$ cat src/rtl/pong_score_keeper.sv
// Match control for pong: goal pulses in, two saturating 4-bit scores and a serve/point/game-over freeze out.
// Optional feature: define PONG_WIN_BY_TWO_EN to require a two-point lead (a score saturated at 15 always wins).
module pong_score_keeper #(
  parameter int WIN_SCORE   = 9,
  parameter int HOLD_CYCLES = 50_000_000
) (
  input  logic       clk,
  input  logic       reset,
  input  logic       goal1,
  input  logic       goal2,
  input  logic       serve,
  output logic [3:0] score1,
  output logic [3:0] score2,
  output logic       freeze,
  output logic       game_over,
  output logic       winner,
  output logic       point_pulse
);

  localparam int HOLD_W = (HOLD_CYCLES > 1) ? $clog2(HOLD_CYCLES) : 1;
  localparam logic [HOLD_W-1:0] HOLD_LOAD = HOLD_W'(HOLD_CYCLES - 1);
  localparam logic [HOLD_W-1:0] HOLD_ONE  = HOLD_W'(1);
  localparam logic [3:0]        WIN_Q     = 4'(WIN_SCORE);
  localparam logic [3:0]        SCORE_MAX = 4'hF;

  typedef enum logic [1:0] {
    WAIT_SERVE = 2'd0,
    PLAY       = 2'd1,
    POINT      = 2'd2,
    OVER       = 2'd3
  } state_t;

  state_t            state_q, state_d;
  logic [3:0]        score1_q, score1_d;
  logic [3:0]        score2_q, score2_d;
  logic [HOLD_W-1:0] hold_q, hold_d;
  logic              winner_q, winner_d;
  logic              pulse_q, pulse_d;
  logic              freeze_q, freeze_d;
  logic              over_q, over_d;
  logic              serve_d_q;
  logic              serve_arm_q;
  logic              serve_edge;
  logic              win1, win2;

  // serve_arm_q only rises once serve has been sampled low after reset, so a
  // button held through reset release never counts as a fresh press.
  assign serve_edge = serve & ~serve_d_q & serve_arm_q;

`ifdef PONG_WIN_BY_TWO_EN
  assign win1 = (score1_q == SCORE_MAX) ||
                ((score1_q >= WIN_Q) && ({1'b0, score1_q} >= ({1'b0, score2_q} + 5'd2)));
  assign win2 = (score2_q == SCORE_MAX) ||
                ((score2_q >= WIN_Q) && ({1'b0, score2_q} >= ({1'b0, score1_q} + 5'd2)));
`else
  assign win1 = (score1_q >= WIN_Q);
  assign win2 = (score2_q >= WIN_Q);
`endif

  always_comb begin
    state_d  = state_q;
    score1_d = score1_q;
    score2_d = score2_q;
    hold_d   = hold_q;
    winner_d = winner_q;
    pulse_d  = 1'b0;
    case (state_q)
      WAIT_SERVE: begin
        if (serve_edge) state_d = PLAY;
      end
      PLAY: begin
        if (goal1 || goal2) begin
          // Simultaneous goals replay the rally: no score change, but still a point.
          if (goal1 && !goal2 && (score1_q != SCORE_MAX)) score1_d = score1_q + 4'd1;
          if (goal2 && !goal1 && (score2_q != SCORE_MAX)) score2_d = score2_q + 4'd1;
          pulse_d = 1'b1;
          hold_d  = HOLD_LOAD;
          state_d = POINT;
        end
      end
      POINT: begin
        if (hold_q != '0) begin
          hold_d = hold_q - HOLD_ONE;
        end else if (win1) begin
          winner_d = 1'b0;
          state_d  = OVER;
        end else if (win2) begin
          winner_d = 1'b1;
          state_d  = OVER;
        end else begin
          state_d = WAIT_SERVE;
        end
      end
      OVER: begin
        if (serve_edge) begin
          score1_d = 4'd0;
          score2_d = 4'd0;
          state_d  = WAIT_SERVE;
        end
      end
      default: state_d = WAIT_SERVE;
    endcase
  end

  // Outputs are registered from the next state so they line up with the scores.
  assign freeze_d = (state_d != PLAY);
  assign over_d   = (state_d == OVER);

  always_ff @(posedge clk or negedge reset) begin
    if (!reset) begin
      state_q     <= WAIT_SERVE;
      score1_q    <= 4'd0;
      score2_q    <= 4'd0;
      hold_q      <= '0;
      winner_q    <= 1'b0;
      pulse_q     <= 1'b0;
      freeze_q    <= 1'b1;
      over_q      <= 1'b0;
      serve_d_q   <= 1'b0;
      serve_arm_q <= 1'b0;
    end else begin
      state_q     <= state_d;
      score1_q    <= score1_d;
      score2_q    <= score2_d;
      hold_q      <= hold_d;
      winner_q    <= winner_d;
      pulse_q     <= pulse_d;
      freeze_q    <= freeze_d;
      over_q      <= over_d;
      serve_d_q   <= serve;
      serve_arm_q <= serve_arm_q | ~serve;
    end
  end

  assign score1      = score1_q;
  assign score2      = score2_q;
  assign freeze      = freeze_q;
  assign game_over   = over_q;
  assign winner      = winner_q;
  assign point_pulse = pulse_q;

endmodule

$ cat config.mk
export PLATFORM = sky130hd
export DESIGN_NAME = pong_score_keeper
export DESIGN_NICKNAME = d
export VERILOG_FILES = /design/src/rtl/pong_score_keeper.sv
export SDC_FILE = /design/constraint.sdc
export NUM_CORES = 1
export LEC_CHECK = 0
export BUFFER_PORTS_ARGS = -buffer_cell sky130_fd_sc_hd__buf_2
export CAP_MARGIN = 20
export CORE_UTILIZATION = 54
export CTS_CLUSTER_SIZE = 30
export DETAILED_ROUTE_END_ITERATION = 8
export GPL_ROUTABILITY_DRIVEN = 0
export PLACE_DENSITY = 0.74
export SETUP_SLACK_MARGIN = 0.3
export SYNTH_ARGS = -nofsm -noshare
export SYNTH_HDL_FRONTEND = slang
export SYNTH_SLANG_ARGS = --single-unit
export TNS_END_PERCENT = 10
$ cat constraint.sdc
create_clock -name clk -period 2.1 [get_ports clk]
set_clock_uncertainty 0.15 [all_clocks]
set_input_delay 0.21 -clock clk [delete_from_list [all_inputs] [get_ports clk]]
set_output_delay 0.21 -clock clk [all_outputs]
set_load 0.01 [all_outputs]
=== Yosys cells after proc, flatten, opt, wreduce, memory -nomap -nowiden ===
Index checks and enable logic that the tools add are counted.
Widths: inputs -> output; s select.

* Word-level logic and storage cells: 70
* Output and inout port bits: 12
* Input bits: 5
* Flip-flop bits (word level): 42

* Bitwise gates (word level): 6
* Add/sub/neg operators: 3
* Muxes and demuxes: 21
* $lt $le $gt $ge: 2
* Reduce and logical (&&, ||, !) cells: 16
* Equality and inequality tests: 12

{| class="wikitable"
|+ Operators with widths
! operator !! number
|-
| $mux 26 || 2
|-
| $pmux 26 s2 || 1
|-
| $reduce_bool 26->1 || 1
|-
| $sub 26x1->26 const B || 1
|-
| $mux 4 || 5
|-
| $pmux 4 s2 || 2
|-
| $mux 2 || 6
|-
| $ne 2x2->1 const B || 5
|-
| $add 4x1->4 const B || 2
|-
| $ge 4x4->1 const B || 2
|-
| $ne 4x4->1 const B || 2
|-
| $pmux 2 s4 || 1
|-
| $reduce_and 4->1 || 2
|-
| $eq 2x2->1 const B || 3
|-
| $reduce_and 3->1 || 2
|-
| $reduce_bool 2->1 || 3
|-
| $logic_and 1x1->1 || 4
|-
| $mux 1 || 4
|-
| $not 1->1 || 3
|-
| $and 1x1->1 || 2
|-
| $eq 2x1->1 const B || 1
|-
| $logic_not 1->1 || 2
|-
| $logic_not 2->1 || 1
|-
| $ne 2x1->1 const B || 1
|-
| 2 further kinds || 2
|}

=== Logic depth before layout (Yosys ltp) ===
Gate-level depths: netlist (run 1).

* Depth in word-level cells: 6
* Depth in mapped cells: 8
* Gate-level depth less buffers: 7

=== Worst setup path before layout (run 1) ===
Ideal clock, no wire load.

* Path type: flip-flop to flip-flop
* From: reg hold_q[9]
* To: reg hold_q[21]
* Library setup time: 0.069 ns
* Buffers on the path: 1
* Stages on the path, launching flop included: 7
* Arrival: 2.034 ns
* Slack: -0.153 ns
* Path through: dfrtp_1 -> or3_1 -> or3_4 -> or2_0 -> buf_2 -> or4_1 -> nand3_1

* Cells in the longest elaborated chain, start to end: 3

{| class="wikitable"
|+ Ends and longest elaborated chain
! what !! RTL line !! source
|-
| from (decl) || 36 || <nowiki>logic [HOLD_W-1:0] hold_q, hold_d;</nowiki>
|-
| from (signal assigned) || 125 || <nowiki>hold_q <= hold_d;</nowiki>
|-
| $sub 26x1->26 / $reduce_bool 26->1 (equally long branches) || 83, 82 ||
|-
| $mux 26 / $ne 2x2->1 (equally long branches) || n/a ||
|-
| $pmux 26 s2 / $reduce_and 3->1 (equally long branches) || n/a ||
|}

Several ways; a longest one is shown, not always the timed one. The select of a mux whose other input is x is not followed.
A chain may end at the register's enable or synchronous reset.

=== Worst setup path after layout (run 1) ===
* From: reg hold_q[7]
* To: reg hold_q[21]

The elaborated chain is that of the path after synthesis.

==> results of run 1 <==
## logic make-up (layout without fill, tap and decap cells)
logic type	count (synthesis)	in the layout	share of synthesized area
and+or+nand+nor	117	117	0.281
AOI/OAI and AO/OA	50	50	0.143
DFF	42	42	0.455
buffers and inverters	21	76	0.0438
adders and majority gates	8	8	0.0433
muxes	5	5	0.0222
xor gates and xnor gates	3	3	0.0114
## cell usage in the layout (no fill, tap or decap), types with 2 or more instances in the layout
cell / synthesis / final
mux2i_1: 4 / 4
a31oi_1: 3 / 2
nand3_1: 14 / 12
nor4_4: 0 / 5
o21ai_0: 10 / 9
a21oi_1: 5 / 5
bufinv_16: 0 / 2
or3_4: 1 / 2
nor4_2: 0 / 2
clkbuf_8: 0 / 6
or4_1: 7 / 4
nor2_1: 23 / 23
dlygate4sd3_1: 0 / 2
buf_4: 1 / 35
and2_1: 3 / 3
nand3b_1: 4 / 4
nor4_1: 9 / 2
o31ai_1: 11 / 11
or4_4: 0 / 3
dfrtp_1: 41 / 41
or3_1: 7 / 6
a211oi_2: 0 / 2
nor3_1: 4 / 2
xor2_1: 2 / 2
o21ai_1: 6 / 6
ha_1: 8 / 8
nand2_1: 19 / 18
a32o_1: 2 / 2
and3_1: 5 / 5
buf_2: 2 / 16
inv_1: 9 / 9
o211ai_1: 6 / 6
and4_1: 4 / 4
nand4_1: 4 / 4
a211oi_1: 4 / 2
nand3_2: 0 / 2
nand2b_1: 2 / 2
buf_6: 1 / 4
## power groups by stage
| stage | Sequential (mW) | Clock [mW] | Combinational (mW) |
|---|---|---|---|
| floorplan | 1.11 | 0 | 0.576 |
| global placement | 1.08 | 0 | 0.981 |
| detailed placement | 1.09 | 0 | 0.992 |
| CTS | 1.08 | 0.806 | 1.03 |
| global route | 1.11 | 0.834 | 1.18 |
| finish | 1.08 | 0.788 | 1.06 |
## cell type report
type,count,area (um^2),share of cell area
Clock buffer,6,82.6,0.0269
Sequential cell,42,1050,0.343
Multi-Input combinational cell,183,1330,0.434
Clock inverter,2,60.1,0.0196
Timing Repair Buffer,59,448,0.146
Inverter,9,33.8,0.0110
Tap cell,50,62.6,0.0204
## state kept, by name, indices dropped and copies added (netlist names)
name / flops
hold_q: 26
freeze: 1
score2: 4
serve_d_q: 1
game_over: 1
state_q: 2
point_pulse: 1
winner: 1
serve_arm_q: 1
score1: 4
## worst max-delay path, delay by kind of cell (launching register included)
kind          cells  cell delay (ns)
flops             1             0.38
simple gates      5             1.65
## layer usage
layer,GRT usage,share of wire,up-vias
met3,0.0676,0.052,18
li1,-,-,1018
met2,0.454,0.49,77
met1,0.330,0.44,1028
met5,0,0,-
met4,0.109,0.024,0
## path summary, 6_finish.rpt
| path | end | start |
|---|---|---|
| worst max-delay path | hold_q[21]$_DFFE_PN0P_ | hold_q[7]$_DFFE_PN0P_ |
| worst min-delay path | freeze$_DFF_PN1_ | goal1 |
| worst max register to register | hold_q[21]$_DFFE_PN0P_ | hold_q[7]$_DFFE_PN0P_ |
| worst min register to register | serve_arm_q$_DFF_PN0_ | serve_arm_q$_DFF_PN0_ |
| max in group asynchronous | hold_q[20]$_DFFE_PN0P_ | reset |
| min in group asynchronous | hold_q[9]$_DFFE_PN0P_ | reset |
## metrics by stage
stage	utilization	std cells	cell area (um^2)	hold WS, ns
floorplan	-	246	2310	-0.236
global placement	0.659	338	2670	0.159
detailed placement	0.659	338	2670	0.161
CTS	0.735	350	2980	0.178
global route	0.757	351	3070	0.198
finish	0.757	351	3070	0.174
## timing repair
action	CTS	global route
gates cloned	0	1
setup endpoints to repair	30	32
hold buffers	2	0
buffers inserted	2	0
hold endpoints to repair	31	0
resized for setup	27	11
pin swaps	8	8
==> results.ini, run 1 <==
[run_status]
status=finished with violations
violations=negative setup slack

[cts]
cts_sinks=42
root_buffer=clkbuf_8
cts_buffers=5
clkTransAtPathRegs_ns=0.08
cts_tree=done
clockBufferDepth=2
clock_latency_ns=0.30
htreeDepth=2

[setup_path]
start_kind=register
cp_max_fo=8
rrSetupSlack_ns=-0.14
reg2reg_depth=5
worstSetupPathType=reg2reg
cp_slowest_stage_delay_ns=0.49
worstPathArrival_ns=2.33
slowest_stage=or4_4
worst_ep_required_time_ns=2.19
cp-end-kind=register
cp_cell_sequence=or3_1, or3_4, or2_4, or4_4, nand3_2

[power]
p_clk_frac=0.270
cellPowerDensity_mw_per_mm2=953
vdd_drop_max_uv=895
p_comb_frac=0.361
p_leak_nw=1.32
p_total_mw=2.92
p_seq_frac=0.370
p_int_mw=1.89
switchingPower_mw=1.04
p_sw_frac=0.354

[die]
die-area_mm2=0.00455
design.core.area_mm2=0.00406
die_h_um=67.5
die_x_um=67.5
num_io_pins=17
rows=23
initial_core_util=0.570

[synthesis]
yosysWarnings=0
synth.avg_cell_area_um2=9.40
ys_seq_area_frac=0.455
synth.most_common_cell=dfrtp_1
ys_ff_latch=42
synth_top_cell_area_share=0.443
synth_edf_count=0
synth_cell_type_count=49
synth_flop_cell=dfrtp_1
syn-num-nets=259
syn_inst=246
synth_area_leaders=dfrtp_1 (44%), ha_1 (4.3%), nor2_1 (3.7%)
netlist_area_mm2=0.00231
synth_area_leader_cell=dfrtp_1
synth.top_cells.by_count=dfrtp_1 (41), nor2_1 (23), nand2_1 (19), nand3_1 (14), o31ai_1 (11)
async_flop_share=1.00

[grt]
grt_pass1_vias=2024
gr-total-overflow=0
grt_max_degree=33
grt_pass1_wl_um=9010
grt_antenna_before_repair=0
track_usage=0.270

[detailed_routing]
final_antenna_net_count=0
drt_iter0_drc=117
wl_per_cell_um=16.6
drc=0
via_per_inst=6.10
dr.pass1.iters=4
num_vias=2141
finalWirelength_um=5840

[layout]
area_delta_synth_final_pct=32.7
post_route_cells_drive_above_1_share=0.322
nets=313
fill_cells=274
antennaDiodeCount=0

[timing]
totalNegativeSetupSlack_ns=-0.591
min_period_over_period=1.07
worstMarginPinSlew_ns=0.732
maxSlewViolCount=0
setup_viol=13
fmax_mhz=447
fin_ws_ns=-0.139
fin_crit_ns=2.24
rsz0062_at_grt=true
timing.slew.headroom=0.512
finalHoldViolations=0

[placement]
pre_cts_ws_ns=-0.271
io_buffers=16
dpl.hpwl_um=3780

[min_path]
min_path_cells=4
min_path_type=in2reg

[flow_run]
drv_cap=0

Power figures use the tool's default switching activity.
==> run 2: changes to the inputs <==
- HOLD_SLACK_MARGIN: default -> 0.08
- PLACE_DENSITY: 0.74 -> 0.73
==> results.ini, run 2 (synthesized netlist as in run 1, its figures left out) <==
[placement]
dp_cells=340  ; +0.59%
pre_cts_ws_ns=-0.223  ; +0.0474 ns
io_buffers=16  ; unchanged
dpl-instance-area_mm2=0.00269  ; +0.56%
dpl.hpwl_um=3710  ; -1.8%

[cts]
clockBufferDepth=2  ; unchanged
cts_sinks=42  ; unchanged
cts_tree=done
clock_latency_ns=0.31  ; about the same
cts_buffers=5  ; unchanged
clkTransAtPathRegs_ns=0.08  ; about the same
htreeDepth=2  ; unchanged
root_buffer=clkbuf_8

[timing]
finalHoldViolations=0  ; unchanged
maxSlewViolCount=0  ; unchanged
fin_ws_ns=-0.130  ; +0.00939 ns
timing.slew.headroom=0.638  ; +0.126
min_period_over_period=1.06  ; -0.00447
totalNegativeSetupSlack_ns=-0.694  ; -0.103 ns
rsz0062_at_grt=true
setup_viol=16  ; +3
fin_crit_ns=2.23  ; -0.00939 ns
fmax_mhz=449  ; +0.42%
worstMarginPinSlew_ns=0.543  ; -0.189 ns

[die]
num_io_pins=17  ; unchanged
design.core.area_mm2=0.00406  ; unchanged
die-area_mm2=0.00455  ; unchanged
rows=23  ; unchanged
die_h_um=67.5  ; unchanged
initial_core_util=0.570  ; unchanged
die_x_um=67.5  ; unchanged

[detailed_routing]
via_per_inst=6.06  ; -0.62%
finalWirelength_um=5980  ; +2.4%
dr.pass1.iters=4  ; unchanged
drt_iter0_drc=147  ; +26%
final_antenna_net_count=0  ; unchanged
drc=0  ; unchanged
wl_per_cell_um=16.9  ; +1.2%
num_vias=2152  ; +0.51%

[power]
switchingPower_mw=1.10  ; +5.8%
p_clk_frac=0.196  ; -0.074
p_seq_frac=0.392  ; +0.022
vdd_drop_max_uv=545  ; -39%
p_leak_nw=1.33  ; +0.46%
p_int_mw=1.69  ; -11%
p_comb_frac=0.413  ; +0.052
p_sw_frac=0.393  ; +0.0392
cellPowerDensity_mw_per_mm2=896  ; -6.0%

[setup_path]
worst_ep_required_time_ns=2.19  ; about the same
cpMostUsedCell=or3_4
worstSetupPathType=reg2reg
cp_slowest_stage_delay_ns=0.50  ; about the same
cp_cell_sequence=or3_4, or3_4, or2_4, or4_4, nand3_2
worstPathArrival_ns=2.32  ; about the same
worstPathBufferInverterCount=0  ; unchanged
slowest_stage=or4_4
cp_max_fo=7  ; -1
cp-end-kind=register
cp_top_family=simple AND/OR/NAND/NOR gates
start_kind=register

[grt]
grt_pass1_wl_um=9390  ; +4.2%
use_met3=0.0557  ; -0.0118
grt_pass1_vias=2024  ; unchanged
gr-usage-met2=0.460  ; +0.00625
gr-total-overflow=0  ; unchanged
top_usage_layer=met2
track_usage=0.281  ; +0.0108
grt_max_degree=43  ; +30%
grt_antenna_before_repair=0  ; unchanged
grt_use_met1=0.356  ; +0.0258

[layout]
antennaDiodeCount=0  ; unchanged
finalNonFillerCells=355  ; +1.1%
largest_reg_flops=26  ; unchanged
layout_commonest_cell=dfrtp_1
final_cell_mix=dfrtp_1 (41), buf_4 (37), nor2_1 (22), nand2_1 (19), buf_2 (16)
post_route_cells_drive_above_1_share=0.367  ; +0.0450
nets=317  ; +1.3%
top_register=hold_q
area_delta_synth_final_pct=34.5
finalInstanceArea_mm2=0.00311  ; +1.3%

[run_status]
status=finished with violations
violations=negative setup slack

[flow_run]
drv_cap=0  ; unchanged

[min_path]
min_path_type=in2reg

run 2: area by class of cell:
| type | count | area [um^2] |
|---|---|---|
| multi-input combinational | 183 | 1400 |
| sequential | 42 | 1050 |
| fill | 267 | 947 |
| timing repair buffer | 63 | 468 |
| clock buffer | 7 | 86.3 |
| tap | 50 | 62.6 |
| inverter | 9 | 33.8 |
| clock inverter | 1 | 5.00 |
run 2: metrics by stage:
stage	power, mW	utilization	hold slack [ns]
6_report	2.79	0.767	0.170
5_1_grt	2.95	0.767	0.216
4_1_cts	2.73	0.738	0.174
3_5_place_dp	2.10	0.663	0.164
3_3_place_gp	2.07	0.663	0.159
2_1_floorplan	1.68	-	-0.236
run 2: repair_timing:
item,CTS,global route
gates resized for setup,31,25
setup endpoints to repair,30,32
hold buffers,2,0
hold endpoints to repair,43,0
cloned,1,0
pin swaps,16,12
setup buffers,4,0
run 2: final timing paths:
path	end	slack [ns]	start	cells after the start
hold / removal	freeze$_DFF_PN1_	0.17	goal2	4
hold reg to reg	serve_arm_q$_DFF_PN0_	0.32	serve_arm_q$_DFF_PN0_	1
setup / recovery	hold_q[21]$_DFFE_PN0P_	-0.13	hold_q[10]$_DFFE_PN0P_	5
max in group asynchronous	freeze$_DFF_PN1_	1.07	reset	3
setup reg to reg	hold_q[21]$_DFFE_PN0P_	-0.13	hold_q[10]$_DFFE_PN0P_	5
min in group asynchronous	hold_q[18]$_DFFE_PN0P_	0.35	reset	3
run 2: power by group through the flow:
stage          registers (mW)  logic, mW  clock network, mW
2_1_floorplan            1.11      0.576                  0
3_3_place_gp             1.07      0.992                  0
3_5_place_dp             1.08       1.02                  0
4_1_cts                  1.07       1.10              0.553
5_1_grt                  1.11       1.26              0.584
6_report                 1.09       1.15              0.545
run 2: tightest hold or removal path, stage by stage:
cell     delay, ns
buf_2         0.10
nor2_1        0.06
mux2i_1       0.11
or2_2         0.12
run 2: routing by layer:
metal / vias up / part of all wire
li1: 1034 / -
met1: 1037 / 0.45
met2: 64 / 0.48
met3: 17 / 0.046
met4: 0 / 0.028
met5: - / 0
